### config.mk
export PLATFORM = sky130hd
export DESIGN_NAME = alu_op_sequencer
export DESIGN_NICKNAME = d
export VERILOG_FILES = /design/src/rtl/alu_seq_pkg.sv /design/src/rtl/alu_op_sequencer.sv
export SDC_FILE = /design/constraint.sdc
export NUM_CORES = 1
export LEC_CHECK = 0
export ABC_AREA = 1
export BUFFER_PORTS_ARGS = -buffer_cell sky130_fd_sc_hd__buf_2
export CORE_UTILIZATION = 30
export CTS_CLUSTER_SIZE = 30
export DETAILED_ROUTE_END_ITERATION = 8
export PLACE_DENSITY_LB_ADDON = 0.25
export SKIP_CTS_REPAIR_TIMING = 1
export SYNTH_ARGS = -nofsm -noshare
export SYNTH_HDL_FRONTEND = slang
export SYNTH_SLANG_ARGS = --single-unit
### constraint.sdc
create_clock -name clk -period 1.4 [get_ports clk]
set_input_delay 0.28 -clock clk [delete_from_list [all_inputs] [get_ports clk]]
set_output_delay 0.28 -clock clk [all_outputs]
set_load 0.01 [all_outputs]
### src/rtl/alu_seq_pkg.sv
// ---------------------------------------------------------------------------
// alu_seq_pkg
// Shared definitions for the ALU operation sequencer:
//   - datapath widths (operand, opcode, result)
//   - opcode encodings understood by the external combinational ALU
//   - sequencer FSM state encoding
// ---------------------------------------------------------------------------
package alu_seq_pkg;

  localparam int OPW  = 4;  // operand width
  localparam int OPCW = 3;  // opcode width
  localparam int RESW = 8;  // ALU result width

  localparam logic [OPCW-1:0] OP_ADD  = 3'b000;
  localparam logic [OPCW-1:0] OP_SUB  = 3'b001;
  localparam logic [OPCW-1:0] OP_MUL  = 3'b010;
  localparam logic [OPCW-1:0] OP_AND  = 3'b011;
  localparam logic [OPCW-1:0] OP_OR   = 3'b100;
  localparam logic [OPCW-1:0] OP_NOT  = 3'b101;
  localparam logic [OPCW-1:0] OP_XOR  = 3'b110;
  localparam logic [OPCW-1:0] OP_XNOR = 3'b111;

  typedef enum logic [1:0] {
    IDLE = 2'd0,  // waiting for a command
    EXEC = 2'd1,  // operands on the ALU, result captured on the next edge
    HOLD = 2'd2   // result presented until the consumer accepts it
  } state_e;

endpackage : alu_seq_pkg

### src/rtl/alu_op_sequencer.sv
// ---------------------------------------------------------------------------
// alu_op_sequencer
// Accepts one command at a time, drives registered operands/opcode to an
// external combinational ALU, captures its result one cycle later and holds
// it under a valid/ready handshake. Counts completed results modulo 256.
//
// Ports:
//   clk, rst             rising-edge clock, synchronous active-high reset
//   cmd_valid/cmd_ready  command handshake; cmd_ready is high only in IDLE
//   cmd_a, cmd_b, cmd_op command operands and opcode
//   alu_a, alu_b,        registered operands/opcode to the external ALU
//   alu_opcode           (alu_b forced to zero for NOT)
//   alu_rslt             combinational ALU result
//   res_valid/res_ready  result handshake
//   res_data, res_op     captured result and the opcode that produced it
//   op_count             completed-result counter (wraps 255 -> 0)
//   busy                 high whenever the FSM is not IDLE
//   res_zero, res_wide   only with ALU_SEQ_FLAGS_EN: result flags registered
//                        together with res_data
//
// Build option: define ALU_SEQ_FLAGS_EN to add res_zero / res_wide.
// ---------------------------------------------------------------------------
module alu_op_sequencer
  import alu_seq_pkg::*;
(
  input  logic            clk,
  input  logic            rst,
  input  logic            cmd_valid,
  output logic            cmd_ready,
  input  logic [OPW-1:0]  cmd_a,
  input  logic [OPW-1:0]  cmd_b,
  input  logic [OPCW-1:0] cmd_op,
  output logic [OPW-1:0]  alu_a,
  output logic [OPW-1:0]  alu_b,
  output logic [OPCW-1:0] alu_opcode,
  input  logic [RESW-1:0] alu_rslt,
  output logic            res_valid,
  input  logic            res_ready,
  output logic [RESW-1:0] res_data,
  output logic [OPCW-1:0] res_op,
  output logic [7:0]      op_count,
`ifdef ALU_SEQ_FLAGS_EN
  output logic            res_zero,
  output logic            res_wide,
`endif
  output logic            busy
);

  state_e            state_q,      state_d;
  logic [OPW-1:0]    alu_a_q,      alu_a_d;
  logic [OPW-1:0]    alu_b_q,      alu_b_d;
  logic [OPCW-1:0]   alu_opcode_q, alu_opcode_d;
  logic              res_valid_q,  res_valid_d;
  logic [RESW-1:0]   res_data_q,   res_data_d;
  logic [OPCW-1:0]   res_op_q,     res_op_d;
  logic [7:0]        op_count_q,   op_count_d;
`ifdef ALU_SEQ_FLAGS_EN
  logic              res_zero_q,   res_zero_d;
  logic              res_wide_q,   res_wide_d;
`endif

  // Next-state and datapath update.
  always_comb begin
    // NOTE: every variable gets a default before the case so no path leaves
    // it unassigned; that is what keeps this block free of inferred latches.
    state_d      = state_q;
    alu_a_d      = alu_a_q;
    alu_b_d      = alu_b_q;
    alu_opcode_d = alu_opcode_q;
    res_valid_d  = res_valid_q;
    res_data_d   = res_data_q;
    res_op_d     = res_op_q;
    op_count_d   = op_count_q;
`ifdef ALU_SEQ_FLAGS_EN
    res_zero_d   = res_zero_q;
    res_wide_d   = res_wide_q;
`endif

    unique case (state_q)
      IDLE: begin
        if (cmd_valid) begin
          alu_a_d      = cmd_a;
          // NOT is unary; a clean zero on B keeps the ALU input deterministic.
          alu_b_d      = (cmd_op == OP_NOT) ? '0 : cmd_b;
          alu_opcode_d = cmd_op;
          state_d      = EXEC;
        end
      end
      EXEC: begin
        res_data_d  = alu_rslt;
        res_op_d    = alu_opcode_q;
        res_valid_d = 1'b1;
`ifdef ALU_SEQ_FLAGS_EN
        // Flags derive from the value being captured so they align with res_data.
        res_zero_d  = (alu_rslt == '0);
        res_wide_d  = (alu_rslt[RESW-1:4] != '0);
`endif
        state_d     = HOLD;
      end
      HOLD: begin
        // res_valid is always high in HOLD, so res_ready alone completes it.
        if (res_ready) begin
          res_valid_d = 1'b0;
          op_count_d  = op_count_q + 8'd1;
          state_d     = IDLE;
        end
      end
      default: state_d = IDLE;
    endcase
  end

  always_ff @(posedge clk) begin
    // NOTE: state registers use non-blocking assignments so every flop samples
    // the pre-edge values regardless of statement order.
    if (rst) begin
      // NOTE: all storage here is control/datapath flops (no memories), and
      // each has a defined reset value; an in-flight result is simply dropped.
      state_q      <= IDLE;
      alu_a_q      <= '0;
      alu_b_q      <= '0;
      alu_opcode_q <= '0;
      res_valid_q  <= 1'b0;
      res_data_q   <= '0;
      res_op_q     <= '0;
      op_count_q   <= '0;
`ifdef ALU_SEQ_FLAGS_EN
      res_zero_q   <= 1'b0;
      res_wide_q   <= 1'b0;
`endif
    end else begin
      state_q      <= state_d;
      alu_a_q      <= alu_a_d;
      alu_b_q      <= alu_b_d;
      alu_opcode_q <= alu_opcode_d;
      res_valid_q  <= res_valid_d;
      res_data_q   <= res_data_d;
      res_op_q     <= res_op_d;
      op_count_q   <= op_count_d;
`ifdef ALU_SEQ_FLAGS_EN
      res_zero_q   <= res_zero_d;
      res_wide_q   <= res_wide_d;
`endif
    end
  end

  // Ready depends on state only: no combinational path from res_ready.
  assign cmd_ready  = (state_q == IDLE);
  assign busy       = (state_q != IDLE);
  assign alu_a      = alu_a_q;
  assign alu_b      = alu_b_q;
  assign alu_opcode = alu_opcode_q;
  assign res_valid  = res_valid_q;
  assign res_data   = res_data_q;
  assign res_op     = res_op_q;
  assign op_count   = op_count_q;
`ifdef ALU_SEQ_FLAGS_EN
  assign res_zero   = res_zero_q;
  assign res_wide   = res_wide_q;
`endif

endmodule : alu_op_sequencer
==> qor.yml, run 1 <==
status:
  status: "finished clean"
floorplan:
  floorplan_die_height_um: 66.6
  io_pins: 56
  fp-row-count: 23
  core_footprint_um2: 4000
  floorplan.initialDensity_pct: 31.3
  fp.dieW_um: 66.6
  dieArea_um2: 4430
sta:
  fin_worst_skew_ps: 4.02
  hold_viol_final: 0
  post-route-min-period_ps: 1270
  worst_hold_slack_ps: 217
  period_utilization_pct: 90.9
  clock.fmax_mhz: 786
  rsz0062_at_grt: "no"
  setup_tns_ps: 0
  finalSetupViolations: 0
  report.final.slew_viol_count: 0
  worst_slew_pin_slew_ps: 396
  slew_headroom_pct: 73.5
finish:
  antenna_cells_inserted: 0
  layout-area-overhead-vs-synth_pct: 34.2
  final_nets: 245
  final_layout_size_suffix_gt1_share_pct: 32.0
synthesis:
  synth_top_cells_by_count: "51 x nor2_1, 33 x dfxtp_1, 24 x o21ai_0"
  synth_top_area_share_pct: 52.8
  synth-seq-area-share_pct: 52.8
  postSynthRegisterBits: 33
  synth-async-reset-ratio_pct: 0
  post_synth_instance_area_um2: 1250
  synth_cell_type_count: 18
  synthesis.area_per_instance_um2: 7.77
  synth.most_common_cell: "nor2_1"
  synth_nets: 185
  post-synth-top-area-cell: "dfxtp_1"
  post_synth_main_area_contributors: "dfxtp_1 53%, nor2_1 15%, o21ai_0 9.6%"
  synth-warning-count: 0
  netlist_instances: 161
  number_of_synthesized_flops_with_an_enable_pin: 0
  dominantRegCellSynth: "dfxtp_1"
route:
  wl_met1_um: 1360
  routed_length_on_met2_um: 1270
  routed_wire_length_per_instance_um: 10.7
  drt-pass1-iter-count: 6
  drt_first_iter_violations: 53
  via_per_inst: 4.40
  vias_post_dr: 1197
  detail_route.drc_violations: 0
  wirelength_um: 2910
  drtAntennaViolNets: 0
  route.top_layer_used: "met4"
  wl_met3_um: 199
clocking:
  tritoncts: "yes"
  clock_sinks: 33
  cts.reportedPaths.clkPinSlew_ps: 70
  cts_root_buf: "clkbuf_8"
  total_clock_buffers_created_by_cts: 5
  clock_path_buffers: 2
  insertion_delay_of_the_later_clocked_pin_in_the_worst_skew_pair_ps: 280
  h_tree_lvl_count: 2
critical_path:
  crit_cells: 3
  crit_path_start_kind: "flip-flop"
  cp.buffers_inverters: 2
  slowest_delay_ps: 350
  crit_path_end_kind: "primary output"
  critPathSlowestCell: "dfxtp_1"
  cp_cell_sequence: "nor2_2 > inv_1 > buf_2"
  critical-path-top-delay-family: "flip-flops"
  critical_path_required_ps: 1120
  r2r_cells: 6
  critical_path.max_fanout: 4
  worst-endpoint-arrival_ps: 990
  critPathKind: "flip-flop to primary output"
power_and_ir_drop:
  peakVddDrop_uv: 702
  p_leak_uw: 0.000852
  cellPowerDensity_nw_per_um2: 1230
  power.total_uw: 2070
hold_path:
  type_of_the_worst_min_delay_path: "primary input to flip-flop"
  worst_hold_path.num_cells: 3
placed_design:
  detailedPlacementHpwl_um: 2100
  final_replace_weighted_congestion: 0.805
  portBuffers: 55
global_route:
  grt_pass1_vias: 1153
  antenna_found_initial: 0
  pin_count_of_the_biggest_net_entering_global_routing: 14
  wire_length_of_the_first_global_routing_pass_um: 4970
  globalRouteOverflowTotal: 0
  grt_usage_pct: 15.2
flow_run:
  drv.max_cap_violation_count: 0
report_power, final:
group / total, uW / switching, uW / internal (uW)
logic: 259 / 149 / 110
clock network: 780 / 336 / 444
registers: 1030 / 31.0 / 998
layer usage:
| metal | vias up | GRT usage, % |
|---|---|---|
| met3 | 10 | 4.97 |
| met2 | 45 | 23.5 |
| met4 | 0 | 10.4 |
| met5 | - | 0 |
| met1 | 505 | 17.7 |
| li1 | 637 | - |
stage by stage:
step           util (%)  cell area [um2]  worst slack, ps  std cells
3_3_place_gp       39.4             1580              272        264
5_1_grt            42.0             1680             40.9        272
6_report           42.0             1680              127        272
2_1_floorplan         -             1250              280        161
4_1_cts            42.0             1680              111        272
3_5_place_dp       39.4             1580              257        264
cells by family (layout without fill, tap and decap cells):
kind of cell / count (synthesis) / count (layout) / share of synthesized area (%)
compound gates: 35 / 35 / 14.0
xor+xnor: 1 / 1 / 0.700
fa+ha+maj: 1 / 1 / 1.00
flops: 33 / 33 / 52.8
buf+inv: 15 / 76 / 6.00
simple gates: 76 / 76 / 25.5
path summary, 6_finish.rpt:
check	startpoint	to	slack (ps)
setup / recovery	state_q[1]	busy	130
hold / removal	alu_rslt[3]	res_data[3]	220
setup reg to reg	op_count[0]	op_count[6]	230
hold reg to reg	res_valid	res_valid	470
sequential cells by signal, indices dropped and copies added, names as in the netlist:
register and cells:
res_op 3, state_q 2, alu_a 4, alu_opcode 3
alu_b 4, op_count 8, res_valid 1, res_data 8
layout make-up:
class	instances	area, um2
Clock buffer	7	96.3
Inverter	9	33.8
Sequential cell	33	661
Fill cell	431	2320
Multi-Input combinational cell	113	515
Tap cell	50	62.6
Timing Repair Buffer	59	305
Clock inverter	1	5.00
cells in the final DEF (no fill, tap or decap), types with 2 or more instances in the layout:
| master | instances |
|---|---|
| nor2_1 | 51 |
| buf_2 | 55 |
| clkbuf_8 | 7 |
| nand3_1 | 5 |
| o21ai_0 | 24 |
| inv_1 | 9 |
| a21oi_1 | 11 |
| buf_4 | 4 |
| nand2_1 | 13 |
| nand3b_1 | 2 |
| dfxtp_1 | 33 |
worst min-delay path: stages:
cell and delay [ps]:
buf_2 70, nor2_1 30, nor2_1 80
Power figures use the tool's default switching activity.
==> run 2: changes to the inputs <==
- RECOVER_POWER: default -> 100
==> run 2 against run 1 <==
Register-to-register slack about the same. First-iteration DRC count unchanged. Sequential power is essentially flat. Via count is 0.42% higher. Clock-buffer cell count unchanged. Wire length grew 0.38%. Maximum frequency up 0.33%. Hold slack about the same. Clock skew hardly changed. Die area is the same. Sequential share of layout area rose by 1.1 points. Cell area is 2.6% lower.
==> qor.yml, run 2 (same netlist as run 1, synthesis figures left out) <==
clocking:
  clock_sinks: 33  # unchanged
  cts_root_buf: "clkbuf_8"  # unchanged
  insertion_delay_of_the_later_clocked_pin_in_the_worst_skew_pair_ps: 280  # about the same
  total_clock_buffers_created_by_cts: 5  # unchanged
  cts.reportedPaths.clkPinSlew_ps: 70  # about the same
  tritoncts: "yes"  # unchanged
  clock_path_buffers: 2  # unchanged
  h_tree_lvl_count: 2  # unchanged
floorplan:
  io_pins: 56  # unchanged
  fp.dieW_um: 66.6  # unchanged
  core_footprint_um2: 4000  # unchanged
  dieArea_um2: 4430  # unchanged
  floorplan.initialDensity_pct: 31.3  # unchanged
  floorplan_die_height_um: 66.6  # unchanged
  fp-row-count: 23  # unchanged
global_route:
  groute.layer.met2.usage_pct: 23.5  # unchanged
  pin_count_of_the_biggest_net_entering_global_routing: 14  # unchanged
  grt_usage_pct: 15.2  # unchanged
  wire_length_of_the_first_global_routing_pass_um: 4970  # unchanged
  met3_usage_pct: 4.97  # unchanged
  gr-max-usage-layer: "met2"  # unchanged
  globalRouteMet1Util_pct: 17.7  # unchanged
  grt_pass1_vias: 1153  # unchanged
  antenna_found_initial: 0  # unchanged
  globalRouteOverflowTotal: 0  # unchanged
hold_path:
  type_of_the_worst_min_delay_path: "primary input to flip-flop"  # unchanged
sta:
  worst_slew_pin_slew_ps: 406  # was 396 ps
  finalSetupViolations: 0  # unchanged
  report.final.slew_viol_count: 0  # unchanged
  fin_worst_skew_ps: 4.13  # was 4.02 ps
  period_utilization_pct: 90.6  # was 90.9%
  rsz0062_at_grt: "no"  # unchanged
  post-route-min-period_ps: 1270  # about the same
  hold_viol_final: 0  # unchanged
  slew_headroom_pct: 72.9  # was 73.5%
  clock.fmax_mhz: 788  # was 786 MHz
  setup_tns_ps: 0  # unchanged
  setup_ws_final_ps: 131  # was 127 ps
critical_path:
  critical_path_required_ps: 1120  # about the same
  cp.buffers_inverters: 2  # unchanged
  critical-path-top-delay-family: "flip-flops"  # unchanged
  crit_path_start_kind: "flip-flop"  # unchanged
  slowest_delay_ps: 350  # about the same
  crit_path_end_kind: "primary output"  # unchanged
  critical_path.max_fanout: 4  # unchanged
  cp_cell_sequence: "nor2_2 > inv_1 > clkbuf_1"  # was nor2_2 > inv_1 > buf_2
  worst-endpoint-arrival_ps: 990  # about the same
  critPathSlowestCell: "dfxtp_1"  # unchanged
  critPathKind: "flip-flop to primary output"  # unchanged
finish:
  mostFrequentLayoutCells: "51 x nor2_1, 33 x dfxtp_1, 33 x clkbuf_1, 24 x o21ai_0, 22 x buf_2"  # was 55 x buf_2, 51 x nor2_1, 33 x dfxtp_1, 24 x o21ai_0, 13 x nand2_1
  final_cell_area_um2: 1640  # was 1680 um2
  final_layout_size_suffix_gt1_share_pct: 17.1  # was 32.0%
  layout_commonest_cell: "nor2_1"  # was buf_2
  register_area_um2: 661  # unchanged
  layout-area-overhead-vs-synth_pct: 30.7  # was 34.2%
  fillerInstances: 441  # was 431
  antenna_cells_inserted: 0  # unchanged
  multiInputGateArea_um2: 515  # unchanged
  final_nets: 245  # unchanged
power_and_ir_drop:
  seq_power_share_pct: 50.2  # was 49.8%
  p_leak_uw: 0.000722  # was 0.000852 uW
  peakVddDrop_uv: 694  # was 702 uV
  cellPowerDensity_nw_per_um2: 1250  # was 1230 nW/um2
  power_frac_comb_pct: 11.8  # was 12.5%
  sw_frac_of_total_pct: 25.2  # was 25.0%
  cellInternalPower_uw: 1540  # was 1550 uW
  power_switching_uw: 517  # about the same
  clock_power_share_pct: 37.9  # was 37.7%
flow_run:
  drv.max_cap_violation_count: 0  # unchanged
placed_design:
  detailedPlacementHpwl_um: 2100  # unchanged
  portBuffers: 55  # unchanged
  post-place-ws_ps: 257  # unchanged
  final_replace_weighted_congestion: 0.805  # unchanged
  dpl-instance-area_um2: 1580  # unchanged
route:
  wirelength_um: 2920  # was 2910 um
  via_per_inst: 4.42  # was 4.40
  drt_first_iter_violations: 53  # unchanged
  drt-pass1-iter-count: 6  # unchanged
  drtAntennaViolNets: 0  # unchanged
  detail_route.drc_violations: 0  # unchanged
  vias_post_dr: 1202  # was 1197
  routed_wire_length_per_instance_um: 10.7  # about the same
status:
  status: "finished clean"  # unchanged
[run 2: layout make-up]
cell class | count | area share, %
sequential | 33 | 40.4
multi-input combinational | 113 | 31.5
inverter | 9 | 2.07
tap | 50 | 3.83
clock inverter | 1 | 0.306
timing repair buffer | 59 | 16.0
clock buffer | 7 | 5.89
[run 2: worst paths after layout]
kind,end,slack [ps],startpoint,depth (start not counted)
setup / recovery,busy,130,state_q[1],3
hold / removal,res_data[3],220,alu_rslt[3],3
setup reg to reg,op_count[6],220,op_count[0],6
hold reg to reg,res_valid,470,res_valid,2
[run 2: worst min-delay path, delay by kind of cell]
| kind | cells | cell delay [ps] |
|---|---|---|
| simple gates | 2 | 110 |
| buf+inv | 1 | 70 |
[run 2: power groups by stage]
stage	Combinational, uW	Sequential (uW)	Clock [uW]
after global placement	262	1050	0
after detailed placement	263	1050	0
after floorplan	120	1080	0
after CTS	264	1030	805
final	242	1030	779
after global routing	281	1040	853
[run 2: stage by stage]
| stage | utilization (%) | hold slack (ps) | power (uW) | cells |
|---|---|---|---|---|
| floorplan | - | 349 | 1200 | 161 |
| global placement | 39.4 | 454 | 1310 | 264 |
| detailed placement | 39.4 | 460 | 1310 | 264 |
| CTS | 42.0 | 218 | 2100 | 272 |
| global route | 40.9 | 218 | 2170 | 272 |
| finish | 40.9 | 218 | 2050 | 272 |
[run 2: metal layers]
layer / part of all wire [%] / vias up
li1: - / 638
met1: 47 / 516
met2: 45 / 39
met3: 6.7 / 9
met4: 2.0 / 0
met5: 0 / -
==> run 3: changes to the inputs <==
- ABC_AREA: 1 -> default
==> run 3 against run 2 <==
Sequential power about the same. Power fell by 2.5%. Largest power group unchanged. Sequential cell count stayed put. Largest cell class unchanged. Worst setup slack worse by 67 ps. Wire length decreased by 2.7%. Critical endpoint is now cmd_ready. Combinational power fell by 11%. Hold slack gained 14 ps. Synthesized cell count down 8.1%. Cell area is 3.2% higher.
==> qor.yml, run 3 <==
global_route:
  wire_length_of_the_first_global_routing_pass_um: 4500  # was 4970 um
  antenna_found_initial: 0  # unchanged
  grt_pass1_vias: 981  # was 1153
  pin_count_of_the_biggest_net_entering_global_routing: 34  # was 14
  globalRouteOverflowTotal: 0  # unchanged
  gr-max-usage-layer: "met2"  # unchanged
  grt_usage_pct: 14.0  # was 15.2%
  globalRouteMet1Util_pct: 17.3  # was 17.7%
  met3_usage_pct: 6.21  # was 4.97%
  groute.layer.met2.usage_pct: 20.4  # was 23.5%
finish:
  final_util_pct: 42.2  # was 40.9%
  layout-area-overhead-vs-synth_pct: 36.0  # was 30.7%
  register_area_um2: 666  # was 661 um2
  layout_commonest_cell: "nand2_1"  # was nor2_1
  mostFrequentLayoutCells: "42 x nand2_1, 31 x dfxtp_1, 30 x clkbuf_1, 29 x a21oi_1, 25 x buf_2"  # was 51 x nor2_1, 33 x dfxtp_1, 33 x clkbuf_1, 24 x o21ai_0, 22 x buf_2
  final_cell_area_um2: 1690  # was 1640 um2
  final_layout_size_suffix_gt1_share_pct: 22.3  # was 17.1%
  multiInputGateArea_um2: 547  # was 515 um2
  fillerInstances: 429  # was 441
  antenna_cells_inserted: 0  # unchanged
  final_nets: 234  # was 245
critical_path:
  startpoint: "state_q[1]"  # unchanged
  critPathSlowestCell: "dfxtp_4"  # was dfxtp_1
  r2r_cells: 4  # was 6
  crit_cells: 3  # unchanged
  rr_startpoint: "state_q[1]"  # was op_count[0]
  r2r_slack_ps: 100  # was 220 ps
  crit_path_start_kind: "flip-flop"  # unchanged
  critical_path.max_fanout: 6  # was 4
  critical_path_required_ps: 1120  # about the same
  cp_cell_sequence: "or2_4 > inv_1 > clkbuf_2"  # was nor2_2 > inv_1 > clkbuf_1
  critPathKind: "flip-flop to primary output"  # unchanged
  critical_path.endpoint: "cmd_ready"  # was busy
  slowest_delay_ps: 360  # was 350 ps
  crit_path_end_kind: "primary output"  # unchanged
  worst-endpoint-arrival_ps: 1060  # was 990 ps
  cp.buffers_inverters: 2  # unchanged
  r2r_end: "op_count[7]"  # was op_count[6]
  critical-path-top-delay-family: "flip-flops"  # unchanged
placed_design:
  detailedPlacementHpwl_um: 1930  # was 2100 um
  dpl-instance-area_um2: 1600  # was 1580 um2
  portBuffers: 55  # unchanged
  final_replace_weighted_congestion: 0.705  # was 0.805
floorplan:
  dieArea_um2: 4400  # was 4430 um2
  fp-row-count: 23  # unchanged
  floorplan_die_height_um: 66.3  # was 66.6 um
  io_pins: 56  # unchanged
  core_footprint_um2: 4000  # unchanged
  fp.dieW_um: 66.3  # was 66.6 um
  floorplan.initialDensity_pct: 31.0  # was 31.3%
clocking:
  tritoncts: "yes"  # unchanged
  clock_path_buffers: 2  # unchanged
  cts.reportedPaths.clkPinSlew_ps: 70  # about the same
  cts_root_buf: "clkbuf_8"  # unchanged
  total_clock_buffers_created_by_cts: 5  # unchanged
  clock_sinks: 33  # unchanged
  insertion_delay_of_the_later_clocked_pin_in_the_worst_skew_pair_ps: 280  # about the same
  h_tree_lvl_count: 2  # unchanged
sta:
  clock.fmax_mhz: 749  # was 788 MHz
  period_utilization_pct: 95.4  # was 90.6%
  slew_headroom_pct: 68.6  # was 72.9%
  fin_worst_skew_ps: 5.19  # was 4.13 ps
  finalSetupViolations: 0  # unchanged
  post-route-min-period_ps: 1340  # was 1270 ps
  rsz0062_at_grt: "no"  # unchanged
  report.final.slew_viol_count: 0  # unchanged
  worst_slew_pin_slew_ps: 471  # was 406 ps
  hold_viol_final: 0  # unchanged
route:
  via_per_inst: 4.62  # was 4.42
  wirelength_um: 2840  # was 2920 um
  detail_route.drc_violations: 0  # unchanged
  drt-pass1-iter-count: 4  # was 6
  drtAntennaViolNets: 0  # unchanged
  vias_post_dr: 1206  # was 1202
  drt_first_iter_violations: 38  # was 53
  routed_wire_length_per_instance_um: 10.9  # was 10.7 um
flow_run:
  drv.max_cap_violation_count: 0  # unchanged
synthesis:
  synth_top_family_by_area: "simple AND/OR/NAND/NOR gates"  # unchanged
  postSynthRegisterBits: 33  # unchanged
  synth-async-reset-ratio_pct: 0  # unchanged
  synth_top_cells_by_count: "42 x nand2_1, 33 x dfxtp_1, 29 x a21oi_1"  # was 51 x nor2_1, 33 x dfxtp_1, 24 x o21ai_0
  synthesis.area_per_instance_um2: 8.39  # was 7.77 um2
  synth-seq-area-share_pct: 53.2  # was 52.8%
  post_synth_instance_area_um2: 1240  # was 1250 um2
  yosys.area_share.adder_pct: 1.01  # was 1.00%
  post_synth_main_area_contributors: "dfxtp_1 53%, nand2_1 13%, a21oi_1 12%"  # was dfxtp_1 53%, nor2_1 15%, o21ai_0 9.6%
  synth_cell_type_count: 24  # was 18
  synth_top_area_share_pct: 53.2  # was 52.8%
  simple_gate_share_of_the_synthesized_area_pct: 26.5  # was 25.5%
  netlist_instances: 148  # was 161
  synth.most_common_cell: "nand2_1"  # was nor2_1
  synth-compound-area-share_pct: 14.1  # was 14.0%
  xor_xnor_share_of_the_synthesized_area_pct: 1.41  # was 0.700%
  synth_nets: 172  # was 185
  share_of_cell_area_taken_by_muxes_after_synthesis_pct: 0.806  # was 0%
  dominantRegCellSynth: "dfxtp_1"  # unchanged
  synth-warning-count: 0  # unchanged
  post-synth-top-area-cell: "dfxtp_1"  # unchanged
  number_of_synthesized_flops_with_an_enable_pin: 0  # unchanged
power_and_ir_drop:
  cellPowerDensity_nw_per_um2: 1180  # was 1250 nW/um2
  peakVddDrop_uv: 699  # was 694 uV
  p_leak_uw: 0.000672  # was 0.000722 uW
hold_path:
  type_of_the_worst_min_delay_path: "primary input to flip-flop"  # unchanged
status:
  status: "finished clean"  # unchanged
==> run 3: cell count changes after synthesis, moves of 3 or more <==
cell | previous run | this run
or3_1 | 0 | 3
inv_1 | 9 | 1
a21oi_1 | 11 | 29
o21ai_0 | 24 | 3
clkbuf_1 | 1 | 6
nor2_1 | 51 | 5
nand2_1 | 13 | 42
==> run 3: area by class of cell <==
cell class	instances	share of cell area [%]
well taps	50	3.71
repair buffers	63	18.2
clock buffers	7	5.71
flip-flops and latches	33	39.4
clock inverters	1	0.297
inverters	1	0.222
multi-input cells	106	32.4
==> run 3: power by group <==
group / switching, uW / internal (uW) / total [uW]
logic: 123 / 93.4 / 216
clock network: 336 / 444 / 780
registers: 24.4 / 979 / 1000
total: 484 / 1520 / 2000
==> run 3: how the worst min path moves through the flow <==
| stage | depth (start not counted) | slack, ps | end | start |
|---|---|---|---|---|
| after global routing | 3 | 230 | res_data[3] | alu_rslt[3] |
| after floorplan | 2 | 420 | alu_a[0] | cmd_a[0] |
| after CTS | 3 | 220 | res_data[3] | alu_rslt[3] |
| final | 3 | 230 | res_data[3] | alu_rslt[3] |
| after global placement | 2 | 440 | alu_b[3] | alu_b[3] |
| after detailed placement | 2 | 440 | res_data[2] | res_data[2] |
==> run 3: routing by layer <==
metal | part of all wire [%] | vias to the layer above
li1 | - | 626
met1 | 47 | 536
met2 | 45 | 40
met3 | 6.5 | 4
met4 | 1.7 | 0
met5 | 0 | -
==> run 3: metrics by stage <==
stage                     TNS [ps]  total power [uW]  setup slack [ps]  std cells  hold slack (ps)
after detailed placement         0              1250              85.2        251              444
after global placement           0              1250              96.7        251              439
after floorplan                  0              1140               116        148              416
after CTS                     -127              2040             -75.0        259              222
after global routing             0              2100              3.74        261              228
final                            0              2000              64.4        261              231
==> run 3: cells by family after synthesis <==
group,after synthesis
XOR/XNOR,2
buffers and inverters,9
adder cells (fa/ha/maj),1
multiplexers,1
AO/OA/AOI/OAI,34
flip-flops,33
AND/OR/NAND/NOR,68
==> run 3: worst reg2reg max path, delay by kind of cell, from the launching register on <==
family / cells / cell delay [ps]
and+or+nand+nor: 2 / 590
DFF: 1 / 370
AOI/OAI and AO/OA: 1 / 150
buffers and inverters: 1 / 130
